### src/rtl/pc_sequencer_pkg.sv
// Shared definitions for the fetch-PC sequencer: state encoding, default
// vectors and the redirect-source tag used for debug visibility.
package pc_sequencer_pkg;

    localparam logic [31:0] RESET_VECTOR_DEF = 32'h0000_3000;
    localparam logic [31:0] EXC_VECTOR_DEF   = 32'h0000_4180;
    localparam logic [31:0] PC_STEP          = 32'd4;

    typedef enum logic [1:0] {
        ST_BOOT = 2'd0,
        ST_RUN  = 2'd1,
        ST_PEND = 2'd2
    } state_e;

    typedef enum logic [1:0] {
        SRC_NONE = 2'd0,
        SRC_BR   = 2'd1,
        SRC_JR   = 2'd2,
        SRC_J    = 2'd3
    } redir_src_e;

endpackage

### src/rtl/pc_sequencer_jtarget_cat.sv
// J/JAL target formation: upper PC nibble, instruction index, word alignment.
module pc_sequencer_jtarget_cat (
    input  logic [3:0]  pc_hi_i,
    input  logic [25:0] index_i,
    output logic [31:0] target_o
);

    assign target_o = {pc_hi_i, index_i, 2'b00};

endmodule

### src/rtl/pc_sequencer.sv
// Fetch-PC owner for the 5-stage pipeline. Picks the next PC from PC+4,
// J/JAL, JR and EX branch sources, honours the imem ready handshake and
// parks redirects that arrive while a fetch is still outstanding.
module pc_sequencer
    import pc_sequencer_pkg::*;
#(
    parameter logic [31:0] RESET_VECTOR = RESET_VECTOR_DEF,
    parameter logic [31:0] EXC_VECTOR   = EXC_VECTOR_DEF
) (
    input  logic        clk,
    input  logic        rst,
    input  logic        stall,
    input  logic        imem_ready,
    input  logic        j_valid,
    input  logic [3:0]  j_pc_hi,
    input  logic [25:0] j_index,
    input  logic        jr_valid,
    input  logic [31:0] jr_target,
    input  logic        br_taken,
    input  logic [31:0] br_target,
    output logic [31:0] pc,
    output logic        fetch_req,
    output logic        flush_if,
    output logic        flush_id,
    output logic        misalign,
    output logic [31:0] fetch_cnt
);

    state_e      state_q, state_d;
    logic [31:0] pc_q, pc_d;
    logic        pend_valid_q, pend_valid_d;
    logic [31:0] pend_pc_q, pend_pc_d;
    logic [31:0] fetch_cnt_q, fetch_cnt_d;

    logic [31:0] j_target;
    logic        jr_misaligned;
    redir_src_e  redir_src;
    logic [31:0] redir_target;
    logic        fetch_done;

    pc_sequencer_jtarget_cat u_jtarget_cat (
        .pc_hi_i  (j_pc_hi),
        .index_i  (j_index),
        .target_o (j_target)
    );

    assign jr_misaligned = (jr_target[1:0] != 2'b00);

    // Redirect candidate selection in priority order: branch, JR, J.
    // NOTE: every signal written in always_comb gets a default first, so no latch is inferred.
    always_comb begin
        redir_src    = SRC_NONE;
        redir_target = '0;
        if (br_taken) begin
            redir_src    = SRC_BR;
            redir_target = br_target;
        end else if (jr_valid) begin
            redir_src    = SRC_JR;
            redir_target = jr_misaligned ? EXC_VECTOR : jr_target;
        end else if (j_valid) begin
            redir_src    = SRC_J;
            redir_target = j_target;
        end
    end

    // Next-state, next-PC and per-cycle control outputs.
    always_comb begin
        state_d      = state_q;
        pc_d         = pc_q;
        pend_valid_d = pend_valid_q;
        pend_pc_d    = pend_pc_q;
        fetch_req    = 1'b0;
        flush_if     = 1'b0;
        flush_id     = 1'b0;
        misalign     = 1'b0;

        unique case (state_q)
            ST_BOOT: begin
                // Redirect inputs are meaningless before the first fetch.
                state_d = ST_RUN;
            end

            ST_RUN: begin
                fetch_req = 1'b1;
                flush_id  = br_taken;
                misalign  = (redir_src == SRC_JR) && jr_misaligned;
                if (imem_ready) begin
                    if (redir_src != SRC_NONE) begin
                        // Redirect beats stall; the fetched word is wrong-path.
                        pc_d     = redir_target;
                        flush_if = 1'b1;
                    end else if (!stall) begin
                        pc_d = pc_q + PC_STEP;
                    end
                end else if (redir_src != SRC_NONE) begin
                    // Fetch still in flight: park the target until it lands.
                    pend_pc_d    = redir_target;
                    pend_valid_d = 1'b1;
                    state_d      = ST_PEND;
                end
            end

            ST_PEND: begin
                fetch_req = 1'b1;
                flush_id  = br_taken;
                if (imem_ready) begin
                    // An older-instruction branch resolving now outranks the parked target.
                    if (br_taken) begin
                        pc_d = br_target;
                    end else if (pend_valid_q) begin
                        pc_d = pend_pc_q;
                    end else begin
                        pc_d = pc_q + PC_STEP;
                    end
                    flush_if     = 1'b1;
                    pend_valid_d = 1'b0;
                    state_d      = ST_RUN;
                end else if (br_taken) begin
                    // J/JR seen here sit behind the parked redirect and are dropped.
                    pend_pc_d = br_target;
                end
            end

            default: begin
                state_d = ST_BOOT;
            end
        endcase

        fetch_done  = fetch_req && imem_ready;
        fetch_cnt_d = (fetch_done && !flush_if) ? fetch_cnt_q + 32'd1 : fetch_cnt_q;
    end

    // Sequencer registers with asynchronous reset.
    // NOTE: non-blocking assignments here so every register samples pre-edge values.
    always_ff @(posedge clk or posedge rst) begin
        if (rst) begin
            state_q      <= ST_BOOT;
            pc_q         <= RESET_VECTOR;
            pend_valid_q <= 1'b0;
            pend_pc_q    <= '0;
            fetch_cnt_q  <= '0;
        end else begin
            state_q      <= state_d;
            pc_q         <= pc_d;
            pend_valid_q <= pend_valid_d;
            pend_pc_q    <= pend_pc_d;
            fetch_cnt_q  <= fetch_cnt_d;
        end
    end

    assign pc        = pc_q;
    assign fetch_cnt = fetch_cnt_q;

endmodule

### config.mk
export PLATFORM = sky130hd
export DESIGN_NAME = pc_sequencer
export DESIGN_NICKNAME = d
export VERILOG_FILES = /design/src/rtl/pc_sequencer_pkg.sv /design/src/rtl/pc_sequencer_jtarget_cat.sv /design/src/rtl/pc_sequencer.sv
export SDC_FILE = /design/constraint.sdc
export NUM_CORES = 1
export LEC_CHECK = 0
export BUFFER_PORTS_ARGS = -buffer_cell sky130_fd_sc_hd__buf_2
export CAP_MARGIN = 20
export CORE_AREA = 8 8 123 125
export DETAILED_ROUTE_END_ITERATION = 8
export DIE_AREA = 0 0 131 133
export PLACE_DENSITY = 0.74
export SLEW_MARGIN = 25
export SYNTH_ARGS = -nofsm -noshare
export SYNTH_HDL_FRONTEND = slang
export SYNTH_SLANG_ARGS = --single-unit
### constraint.sdc
create_clock -name clk -period 3.3 [get_ports clk]
set_input_delay 0.495 -clock clk [delete_from_list [all_inputs] [get_ports clk]]
set_output_delay 0.495 -clock clk [all_outputs]
set_load 0.02 [all_outputs]
==> summary.md, run 1 <==
| Metric | Value |
|---|---|
| Post-synthesis sequential area ratio | between 30% and 40% |
| Synthesis Warnings | 0 |
| Crit-path slowest cell | nor4_2 |
| Max cap viols | 0 |
| Crit path kind | reg -> reg |
| Cts hold-fix bufs | 0 |
| Syn_area_per_cell | 8.37 um2 |
| Via count | between 6000 and 7000 |
| Initial antenna violation count | 0 |
| Status | finished, final reports clean |
| # setup viols final | 0 |
| Largest net degree at the start of global routing | 67 |
| DRC | 0 |
| Hold WS | roughly 130 ps |
| Pwr/cell area | between 600 and 700 nW/um2 |
| Post-Syn Nets | around 870 |
| CP delay by family, top | simple AND/OR/NAND/NOR gates |
| PortBufs | between 150 and 200 |
| Total core area | about 13000 um2 |
| Worst Max-Slew Pin Slew | around 740 ps |
| WP buf/inv | 1 |
| H-tree Lvls | 3 |
| Post-route clock period utilization | between 70 and 80% |
| Yosys top cell by area | dfrtp_1 |
| Sw frac | 44.8% |
| LEAKAGE | 3.57 nW |
| DR pass1 iterations | 5 |
| Final nets | slightly above 1000 |
| CP Data Arrival Time | 2880 ps |
| NetSw | approximately 2.4 mW |
| Cells along the critical path | inv_1 > ha_1 > o31a_1 > or3_1 > nor4_2 > nand4_1 > xnor2_1 |
| Total power | between 5 and 6 mW |
| 1st-iter DRT viols | 707 |
| I/O pin count | 169 |
| Max Slew Vio Count | 0 |
| Synth Cell Area | 6370 um2 |
| CTS Buf Count | 9 |
| WL/cell | slightly below 20 um |
| Setup TNS | 0 ps |
| Element type at the critical path end | flip-flop |
| Post-CTS Repair Setup Buffers | 0 |
| Hold Vio Cnt, Final | 0 |
| Clock Path Buffers | 2 |
| Most used DFF post-synth | dfrtp_1 |
| VDD IR max | approximately 0.57 mV |
| Worst min path class | in -> async |
| First-pass GRT wire length | roughly 34 mm |
| Non-Filler Instances | about 1100 |
| Share of power burned in registers | between 30% and 40% |
| R2r endpoint | fetch_cnt[28] |
| CTS tree | built |
| Die Ht | 133 um |
| Comb pwr share | between 40% and 50% |
| Total Routed Length | about 22 mm |
| Clock power frac | slightly above 20% |
| Cell Int Power | 2.98 mW |
| Vias/cell | 6.08 |
| Area contributors post-synth | dfrtp_1, o21ai_0, nand2_1, a21oi_1, a22oi_1 |
| Layout area overhead | 22.1% |
| Asr flop ratio synth | between 90% and 100% |
| Worst stage delay on the critical path | 680 ps |
| R2R Setup Slk | between 600 and 700 ps |
| CP Launch Type | flip-flop |
| Clock-pin slew on the worst setup and hold paths | approximately 80 ps |
| Synth Register Bits | 99 |
| FF-to-FF path depth | 7 |
| Post-cts resize count | 0 |
| Die ar. | between 15000 and 20000 um2 |
| CTS root buffer | clkbuf_16 |
| Fillers | ~1200 |
| Initial core utilization | between 40 and 50% |
| Synth top area share | between 30% and 40% |
| Clk_skew | approximately 8.5 ps |
| Detailed Place HPWL | between 15 and 20 mm |
| N_diodes | 0 |
| Worst-skew pair later-pin latency | approximately 370 ps |
| Critical Path RT | 3550 ps |
| Cells after DPL | roughly 1100 |
| GR Util All Layers | between 20% and 30% |
| Placer congestion estimate | between 0.8 and 0.9 |
| Layout cells sized above 1 | between 20 and 30% |
| Vias in the first global route | between 6000 and 7000 |
| Fmax | 0.381 GHz |
| # clock sinks | slightly below 100 |
| Cell with the most instances after synthesis | dfrtp_1 |
| Post-synth cell types | just under 70 |
| Worst R2R Start | state_q[1] |
| Antenna Nets Post-Route | 0 |
| CP Max Fanout | 9 |
| Mapped Cells | between 700 and 800 |
| Relative slew slack | 49.9% |
| Commonest cells post-synth | dfrtp_1, o21ai_0, nand2_1 |
| Unrepaired setup endpoints after global routing | false |
| Post-synth EDFFs | 0 |
| Min cycle time layout | around 2600 ps |
| Row count | 42 |
| Die W | 131 um |
| GR Overflow Total | 0 |
-- power by group through the flow --
stage          combinational [mW]  sequential [mW]  clock (mW)
4_1_cts                      2.21             2.05        1.13
2_1_floorplan                1.24             2.20           0
5_1_grt                      2.45             2.12        1.18
3_3_place_gp                 2.17             2.06           0
6_report                     2.22             2.06        1.12
3_5_place_dp                 2.20             2.07           0
-- state kept, by name, indices dropped and copies added (netlist names) --
register and count:
fetch_cnt 32, pc 32, pend_pc_q 32, state_q 2, pend_valid_q 1
-- logic make-up (layout without fill, tap and decap cells) --
logic type      after synthesis  after routing  synth area share [%]
fa+ha+maj                     5              5                 0.983
compound gates              279            279                  29.2
mux                           5              5                 0.825
xor+xnor                     33             33                  4.66
flops                        99             99                  38.9
buf+inv                      78            234                  5.01
simple gates                262            262                  20.3
-- cell usage in the layout (no fill, tap or decap), types with 10 or more instances in the layout --
cell type  count
nor3_1        16
xnor2_1       19
a22oi_1       30
nor2_1        53
and3_1        11
inv_1         21
a31oi_1       10
buf_2        168
a222oi_1      10
a21oi_1       53
a22o_1        13
nand2_1       80
nand3_1       33
xor2_1        13
buf_4         25
dfrtp_1       97
o21ai_0       81
nand4_1       20
-- layout make-up --
type | instances | area, um2 | area share, %
Clock buffer | 9 | 225 | 2.90
Clock inverter | 7 | 93.8 | 1.21
Timing Repair Buffer | 195 | 1070 | 13.7
Multi-Input combinational cell | 584 | 3600 | 46.3
Inverter | 23 | 88.8 | 1.14
Sequential cell | 99 | 2480 | 31.9
Tap cell | 176 | 220 | 2.83
-- how the worst max path moves through the flow --
| stage | startpoint | endpoint | slack (ps) | cells past startpoint |
|---|---|---|---|---|
| floorplan | rst | fetch_cnt[0] | 220 | 1 |
| global placement | br_taken | fetch_cnt[23] | 620 | 6 |
| detailed placement | br_taken | fetch_cnt[28] | 580 | 6 |
| CTS | state_q[1] | fetch_cnt[28] | 710 | 7 |
| global route | state_q[1] | fetch_cnt[20] | 480 | 7 |
| finish | state_q[1] | fetch_cnt[28] | 680 | 7 |
-- layer usage --
metal	track usage (%)	share of wire [%]	wire [um]
met2	36.2	45	9710
met1	35.7	44	9530
met4	6.25	1.6	356
met3	6.39	9.6	2080
met5	0	0	0
-- worst reg2reg max path, cell delays in order, from the launching register on --
cell	delay, ps
dfrtp_1	390
inv_1	70
ha_1	280
o31a_1	200
or3_1	540
nor4_2	680
nand4_1	190
xnor2_1	150
-- per-stage QoR --
| step | setup WS [ps] | instance area, um2 | util (%) |
|---|---|---|---|
| global route | 485 | 7780 | 59.4 |
| global placement | 621 | 7460 | 57.0 |
| finish | 679 | 7780 | 59.4 |
| floorplan | 218 | 6370 | - |
| detailed placement | 578 | 7460 | 57.0 |
| CTS | 707 | 7780 | 59.4 |
No activity file was read; power rests on OpenSTA's default activity.
==> run 2, diff against run 1 <==
--- a/config.mk
+++ b/config.mk
@@ -7,10 +7,10 @@
 export LEC_CHECK = 0
 export BUFFER_PORTS_ARGS = -buffer_cell sky130_fd_sc_hd__buf_2
 export CAP_MARGIN = 20
-export CORE_AREA = 8 8 123 125
+export CORE_AREA = 8 8 118 120
 export DETAILED_ROUTE_END_ITERATION = 8
-export DIE_AREA = 0 0 131 133
-export PLACE_DENSITY = 0.74
+export DIE_AREA = 0 0 126 128
+export PLACE_DENSITY = 0.77
 export SLEW_MARGIN = 25
 export SYNTH_ARGS = -nofsm -noshare
 export SYNTH_HDL_FRONTEND = slang
==> constraint.sdc (replaced) <==
create_clock -name clk -period 2.7 [get_ports clk]
set_input_delay 0.405 -clock clk [delete_from_list [all_inputs] [get_ports clk]]
set_output_delay 0.405 -clock clk [all_outputs]
set_load 0.02 [all_outputs]
==> run 2 against run 1 <==
  * Die area decreased by 7.4%
  * Non-clock buffer count increased by 11
  * Clock skew about the same
  * Wire length decreased by 2.9%
  * Setup slack got worse by 450 ps
  * Clock-buffer cell count increased by 1
  * Sequential power increased by 22%
==> summary.md, run 2 (same netlist as run 1, synthesis figures left out) <==
| Metric | Value |
|---|---|
| Commonest non-fill, non-tap cells in the layout | buf_2, dfrtp_1, o21ai_0, nand2_1 (unchanged) |
| Setup TNS | 0 ps (unchanged) |
| Cells along the critical path | inv_1 > ha_1 > buf_12 > or3_1 > a21o_1 > o41a_1 > o21ai_0 (was inv_1 > ha_1 > o31a_1 > or3_1 > nor4_2 > nand4_1 > xnor2_1) |
| N_diodes | 0 (unchanged) |
| Clock-pin slew on the worst setup and hold paths | 70 ps (was 80 ps) |
| Initial antenna violation count | 0 (unchanged) |
| LEAKAGE | 3.62 nW (was 3.57 nW) |
| Via count | 6807 (was 6650) |
| DR pass1 iterations | 6 (was 5) |
| Vias in the first global route | 6416 (was 6319) |
| I/O pin count | 169 (unchanged) |
| CP Data Arrival Time | 2750 ps (was 2880 ps) |
| Fillers | 1084 (was 1210) |
| DRC | 0 (unchanged) |
| Post-cts resize count | 0 (unchanged) |
| CTS tree | built (unchanged) |
| CP delay by family, top | compound AO/OA/AOI/OAI gates (was simple AND/OR/NAND/NOR gates) |
| Clk_skew | 8.96 ps (was 8.49 ps) |
| Worst stage delay on the critical path | 480 ps (was 680 ps) |
| Area after DPL | 7550 um2 (was 7460 um2) |
| 1st-iter DRT viols | 740 (was 707) |
| Min cycle time layout | 2470 ps (was 2620 ps) |
| Crit path kind | reg -> reg (unchanged) |
| Placer congestion estimate | 0.913 (was 0.889) |
| VDD IR max | 0.425 mV (was 0.571 mV) |
| Final nets | 1029 (was 1018) |
| Max Slew Vio Count | 0 (unchanged) |
| Pwr/cell area | 845 nW/um2 (was 695 nW/um2) |
| Hold Vio Cnt, Final | 0 (unchanged) |
| Max cap viols | 0 (unchanged) |
| PortBufs | 168 (unchanged) |
| # setup viols final | 0 (unchanged) |
| Element type at the critical path end | flip-flop (unchanged) |
| Post-CTS Repair Setup Buffers | 0 (unchanged) |
| GR Overflow Total | 0 (unchanged) |
| Cts hold-fix bufs | 0 (unchanged) |
| Layout cells sized above 1 | 26.7% (was 25.8%) |
| Post-route clock period utilization | 91.5% (was 79.4%) |
| Layout area overhead | 23.1% (was 22.1%) |
| Total core area | 12200 um2 (was 13100 um2) |
| Worst Max-Slew Pin Slew | 683 ps (was 744 ps) |
| Die ar. | 16100 um2 (was 17400 um2) |
| Total power | 6.62 mW (was 5.41 mW) |
| Largest net degree at the start of global routing | 71 (was 67) |
| Critical Path RT | 2980 ps (was 3550 ps) |
| Unrepaired setup endpoints after global routing | false (unchanged) |
| Row count | 41 (was 42) |
| Relative slew slack | 54.0% (was 49.9%) |
| CTS Buf Count | 9 (unchanged) |
| # clock sinks | 99 (unchanged) |
| FF-to-FF path depth | 7 (unchanged) |
| Total Routed Length | 21.1 mm (was 21.7 mm) |
| Antenna Nets Post-Route | 0 (unchanged) |
| WP buf/inv | 2 (was 1) |
| GR Util All Layers | 26.0% (was 24.9%) |
| Initial core utilization | 52.2% (was 48.7%) |
| Crit-path slowest cell | o41a_1 (was nor4_2) |
| Clock Path Buffers | 2 (unchanged) |
| Worst R2R Start | state_q[0] (was state_q[1]) |
| R2r endpoint | pc[20] (was fetch_cnt[28]) |
| Finished Cell Area | 7840 um2 (was 7780 um2) |
| Worst min path class | in -> async (unchanged) |
| Vias/cell | 6.31 (was 6.08) |
| CP Launch Type | flip-flop (unchanged) |
| Die Ht | 128 um (was 133 um) |
| Commonest non-fill, non-tap cell in the layout | buf_2 (unchanged) |
| R2R Setup Slk | 230 ps (was 680 ps) |
| Worst-skew pair later-pin latency | 360 ps (was 370 ps) |
| H-tree Lvls | 3 (unchanged) |
| CTS root buffer | clkbuf_16 (unchanged) |
| First-pass GRT wire length | 34.0 mm (was 34.3 mm) |
| Fmax | 0.405 GHz (was 0.381 GHz) |
| Detailed Place HPWL | 15.8 mm (was 16.0 mm) |
| WL/cell | 19.5 um (was 19.8 um) |
| Die W | 126 um (was 131 um) |
| Status | finished, final reports clean (unchanged) |
| CP Max Fanout | 23 (was 9) |
[run 2: cell types whose count changed in the layout (fill, tap and decap cells not counted), sizes merged]
cell	delta
clkinvlp	+1
clkbuf	+1
clkinv	-2
buf	+11
[run 2: worst max-delay path by stage]
| stage | start | end | slack (ps) | cells after the start |
|---|---|---|---|---|
| finish | state_q[0] | pc[20] | 230 | 7 |
| global route | state_q[0] | pc[20] | 90 | 7 |
| CTS | state_q[0] | pc[20] | 250 | 7 |
| detailed placement | jr_valid | fetch_cnt[23] | 220 | 6 |
| global placement | jr_valid | fetch_cnt[23] | 250 | 6 |
| floorplan | state_q[1] | fetch_cnt[23] | 240 | 10 |
[run 2: layout make-up]
cell class / instances / area [um2] / share of cell area, %
multi-input cells: 584 / 3600 / 45.9
inverters: 23 / 90.1 / 1.15
clock inverters: 6 / 53.8 / 0.686
repair buffers: 206 / 1190 / 15.2
clock buffers: 10 / 239 / 3.05
well taps: 150 / 188 / 2.39
flip-flops and latches: 99 / 2480 / 31.6
[run 2: where the power goes]
group / leakage, nW / switching (mW) / internal, mW
clock: 0.147 / 0.626 / 0.671
sequential: 1.26 / 0.539 / 1.98
combinational: 2.22 / 1.74 / 1.07
total: 3.62 / 2.91 / 3.71
[run 2: stage by stage]
step / worst slack (ps) / hold slack (ps) / utilization (%) / cells
floorplan: 235 / 445 / - / 761
global placement: 249 / 452 / 61.8 / 1062
detailed placement: 217 / 464 / 61.8 / 1062
CTS: 252 / 142 / 64.2 / 1078
global route: 88.8 / 179 / 64.2 / 1078
finish: 230 / 125 / 64.2 / 1078
[run 2: routing by layer]
metal | vias up | wire length, um | part of all wire [%] | GRT usage, %
li1 | 3176 | - | - | -
met1 | 3201 | 9070 | 43 | 35.7
met2 | 390 | 9530 | 45 | 39.9
met3 | 40 | 1980 | 9.4 | 4.83
met4 | 0 | 476 | 2.3 | 9.91
met5 | - | 0 | 0 | 0
==> run 3, diff against run 2 <==
--- a/config.mk
+++ b/config.mk
@@ -5,11 +5,12 @@
 export SDC_FILE = /design/constraint.sdc
 export NUM_CORES = 1
 export LEC_CHECK = 0
+export ABC_AREA = 1
 export BUFFER_PORTS_ARGS = -buffer_cell sky130_fd_sc_hd__buf_2
 export CAP_MARGIN = 20
-export CORE_AREA = 8 8 118 120
+export CORE_AREA = 8 8 123 125
 export DETAILED_ROUTE_END_ITERATION = 8
-export DIE_AREA = 0 0 126 128
+export DIE_AREA = 0 0 131 133
 export PLACE_DENSITY = 0.77
 export SLEW_MARGIN = 25
 export SYNTH_ARGS = -nofsm -noshare
==> run 3 against run 2 <==
  * Fmax increased by 7.9%
  * Sequential power increased by 6%
  * Total power increased by 14%
  * Wire length increased by 12%
  * Final cell count increased by 34%
  * Die area increased by 8.0%
  * Core utilization decreased by 0.47 points
  * Sequential share of layout area decreased by 1.9 points
  * First-iteration DRC count increased by 3.1%
  * Sequential cell count unchanged
  * Synthesized cell count increased by 45%
  * Global-route usage increased by 1.6 points
==> summary.md, run 3 <==
| Metric | Value |
|---|---|
| Yosys top cell by area | dfrtp_1 (unchanged) |
| CTS Buf Count | 9 (unchanged) |
| Layout area overhead | 18.2% (was 23.1%) |
| Mapped Cells | 1103 (was 761) |
| # clock sinks | 99 (unchanged) |
| GR Overflow Total | 0 (unchanged) |
| First-pass GRT wire length | 38.2 mm (was 34.0 mm) |
| Register area | 2480 um2 (unchanged) |
| Via count | 7873 (was 6807) |
| Synth Cell Area | 7060 um2 (was 6370 um2) |
| GR Util All Layers | 27.7% (was 26.0%) |
| LEAKAGE | 4.27 nW (was 3.62 nW) |
| Clock power frac | 15.9% (was 19.6%) |
| Multi-input gate area | 4040 um2 (was 3600 um2) |
| Post-synth cell types | 35 (was 69) |
| Die ar. | 17400 um2 (was 16100 um2) |
| Worst-skew pair later-pin latency | 350 ps (was 360 ps) |
| Cell with the most instances after synthesis | nand2_1 (was dfrtp_1) |
| Crit path kind | reg -> reg (unchanged) |
| Total Routed Length | 23.7 mm (was 21.1 mm) |
| Post-CTS Repair Setup Buffers | 0 (unchanged) |
| Max cap viols | 0 (unchanged) |
| I/O pin count | 169 (unchanged) |
| Hold Vio Cnt, Final | 0 (unchanged) |
| Post-Syn Nets | 1209 (was 867) |
| Post-synth EDFFs | 0 (unchanged) |
| Syn_area_per_cell | 6.40 um2 (was 8.37 um2) |
| DR pass1 iterations | 6 (unchanged) |
| Post-route clock period utilization | 84.8% (was 91.5%) |
| Place WS | 414 ps (was 217 ps) |
| CTS root buffer | clkbuf_16 (unchanged) |
| Largest net degree at the start of global routing | 41 (was 71) |
| Initial antenna violation count | 3 (was 0) |
| Initial core utilization | 53.9% (was 52.2%) |
| Setup TNS | 0 ps (unchanged) |
| Clk_skew | 6.56 ps (was 8.96 ps) |
| Vias/cell | 5.46 (was 6.31) |
| Unrepaired setup endpoints after global routing | false (unchanged) |
| Synth top area share | 34.4% (was 38.1%) |
| Die Ht | 133 um (was 128 um) |
| Comb pwr share | 48.8% (was 42.4%) |
| Min cycle time layout | 2290 ps (was 2470 ps) |
| CP Max Fanout | 25 (was 23) |
| R2R Setup Slk | 410 ps (was 230 ps) |
| 1st-iter DRT viols | 763 (was 740) |
| Cell Int Power | 3.94 mW (was 3.71 mW) |
| Antenna Nets Post-Route | 0 (unchanged) |
| PortBufs | 168 (unchanged) |
| NetSw | 3.58 mW (was 2.91 mW) |
| Post-synthesis sequential area ratio | 35.1% (was 38.9%) |
| Commonest cells post-synth | nand2_1, nor2_1, dfrtp_1 (was dfrtp_1, o21ai_0, nand2_1) |
| Final nets | 1366 (was 1029) |
| CTS tree | built (unchanged) |
| DRC | 0 (unchanged) |
| Sw frac | 47.6% (was 43.9%) |
| Row count | 42 (was 41) |
| Commonest non-fill, non-tap cells in the layout | nand2_1, buf_2, nor2_1, dfrtp_1, inv_1 (was buf_2, dfrtp_1, o21ai_0, nand2_1) |
| Max Slew Vio Count | 0 (unchanged) |
| Worst min path class | in -> async (unchanged) |
| Synth Register Bits | 99 (unchanged) |
| Die W | 131 um (was 126 um) |
| Pwr/cell area | 902 nW/um2 (was 845 nW/um2) |
| Clock Path Buffers | 2 (unchanged) |
| Cts hold-fix bufs | 0 (unchanged) |
| Placer congestion estimate | 0.928 (was 0.913) |
| Area after DPL | 8070 um2 (was 7550 um2) |
| Asr flop ratio synth | 100% (unchanged) |
| Status | finished, final reports clean (unchanged) |
| Commonest non-fill, non-tap cell in the layout | nand2_1 (was buf_2) |
| Layout cells sized above 1 | 18.3% (was 26.7%) |
| Synthesis Warnings | 0 (unchanged) |
| WL/cell | 16.4 um (was 19.5 um) |
| FF-to-FF path depth | 11 (was 7) |
| VDD IR max | 0.456 mV (was 0.425 mV) |
| Worst R2R Start | state_q[0] (unchanged) |
| Fillers | 1260 (was 1084) |
| Fmax | 0.437 GHz (was 0.405 GHz) |
| Worst Max-Slew Pin Slew | 520 ps (was 683 ps) |
| Detailed Place HPWL | 18.3 mm (was 15.8 mm) |
| Total core area | 13100 um2 (was 12200 um2) |
| Post-cts resize count | 0 (unchanged) |
| Vias in the first global route | 7466 (was 6416) |
| Most used DFF post-synth | dfrtp_1 (unchanged) |
| Finished Cell Area | 8340 um2 (was 7840 um2) |
| Share of power burned in registers | 35.3% (was 38.0%) |
| Clock-pin slew on the worst setup and hold paths | 70 ps (about the same) |
| Setup slack after layout | 410 ps (was 230 ps) |
| Area contributors post-synth | dfrtp_1, nand2_1, nor2_1, inv_1, nand3_1 (was dfrtp_1, o21ai_0, nand2_1, a21oi_1, a22oi_1) |
| Critical Path RT | 2970 ps (was 2980 ps) |
| R2r endpoint | pc[24] (was pc[20]) |
| CP Data Arrival Time | 2560 ps (was 2750 ps) |
| H-tree Lvls | 3 (unchanged) |
| Relative slew slack | 65.3% (was 54.0%) |
| # setup viols final | 0 (unchanged) |
| Element type at the critical path end | flip-flop (unchanged) |
| CP Launch Type | flip-flop (unchanged) |
-- run 3: worst max-delay path, cell delays in order (launching register included) --
cell and delay (ps):
dfrtp_1 380, inv_1 100, ha_1 340, inv_2 90
nor2_4 180, nand2_1 150, inv_2 400, nand2_1 110
o21ai_0 120, or2_2 140, a21oi_1 40, a21oi_1 150
-- run 3: worst max-delay path by stage --
stage                  from            end  cells after the start
2_1_floorplan  fetch_cnt[0]  fetch_cnt[22]                     10
3_3_place_gp       br_taken         pc[14]                     13
3_5_place_dp       jr_valid          pc[8]                     11
4_1_cts          state_q[0]       flush_if                      7
5_1_grt          state_q[0]         pc[14]                     12
6_report         state_q[0]         pc[24]                     11
-- run 3: layer usage --
layer,routed length [um],track usage [%]
met1,9970,36.1
met2,11200,44.7
met3,2030,5.50
met4,494,8.74
met5,21,0
-- run 3: cells by family after synthesis --
group	after synthesis	share of synthesized area (%)
buffers and inverters	129	7.63
DFF	99	35.1
and+or+nand+nor	681	39.8
xor gates and xnor gates	32	3.97
adders and majority gates	5	0.887
AOI/OAI and AO/OA	157	12.6
-- run 3: final cells by class --
cell class,instances,share of cell area (%)
inverters,87,3.96
flip-flops and latches,99,29.7
clock buffers,13,3.00
well taps,176,2.64
multi-input cells,875,48.4
repair buffers,188,12.0
diodes,1,0.0300
clock inverters,2,0.150
-- run 3: stage by stage --
stage	instances	hold slack (ps)	util [%]	power, mW
final	1441	87.9	63.7	7.52
after global routing	1441	128	63.7	8.08
after CTS	1440	98.7	63.7	7.48
after detailed placement	1425	475	61.7	6.28
after global placement	1425	478	61.7	6.22
after floorplan	1103	495	-	5.15
-- run 3: power groups by stage --
stage	clock, mW	sequential, mW	combinational (mW)
after floorplan	0	2.86	2.29
after global placement	0	2.64	3.58
after detailed placement	0	2.66	3.62
after CTS	1.21	2.64	3.64
after global routing	1.26	2.73	4.10
final	1.20	2.66	3.67
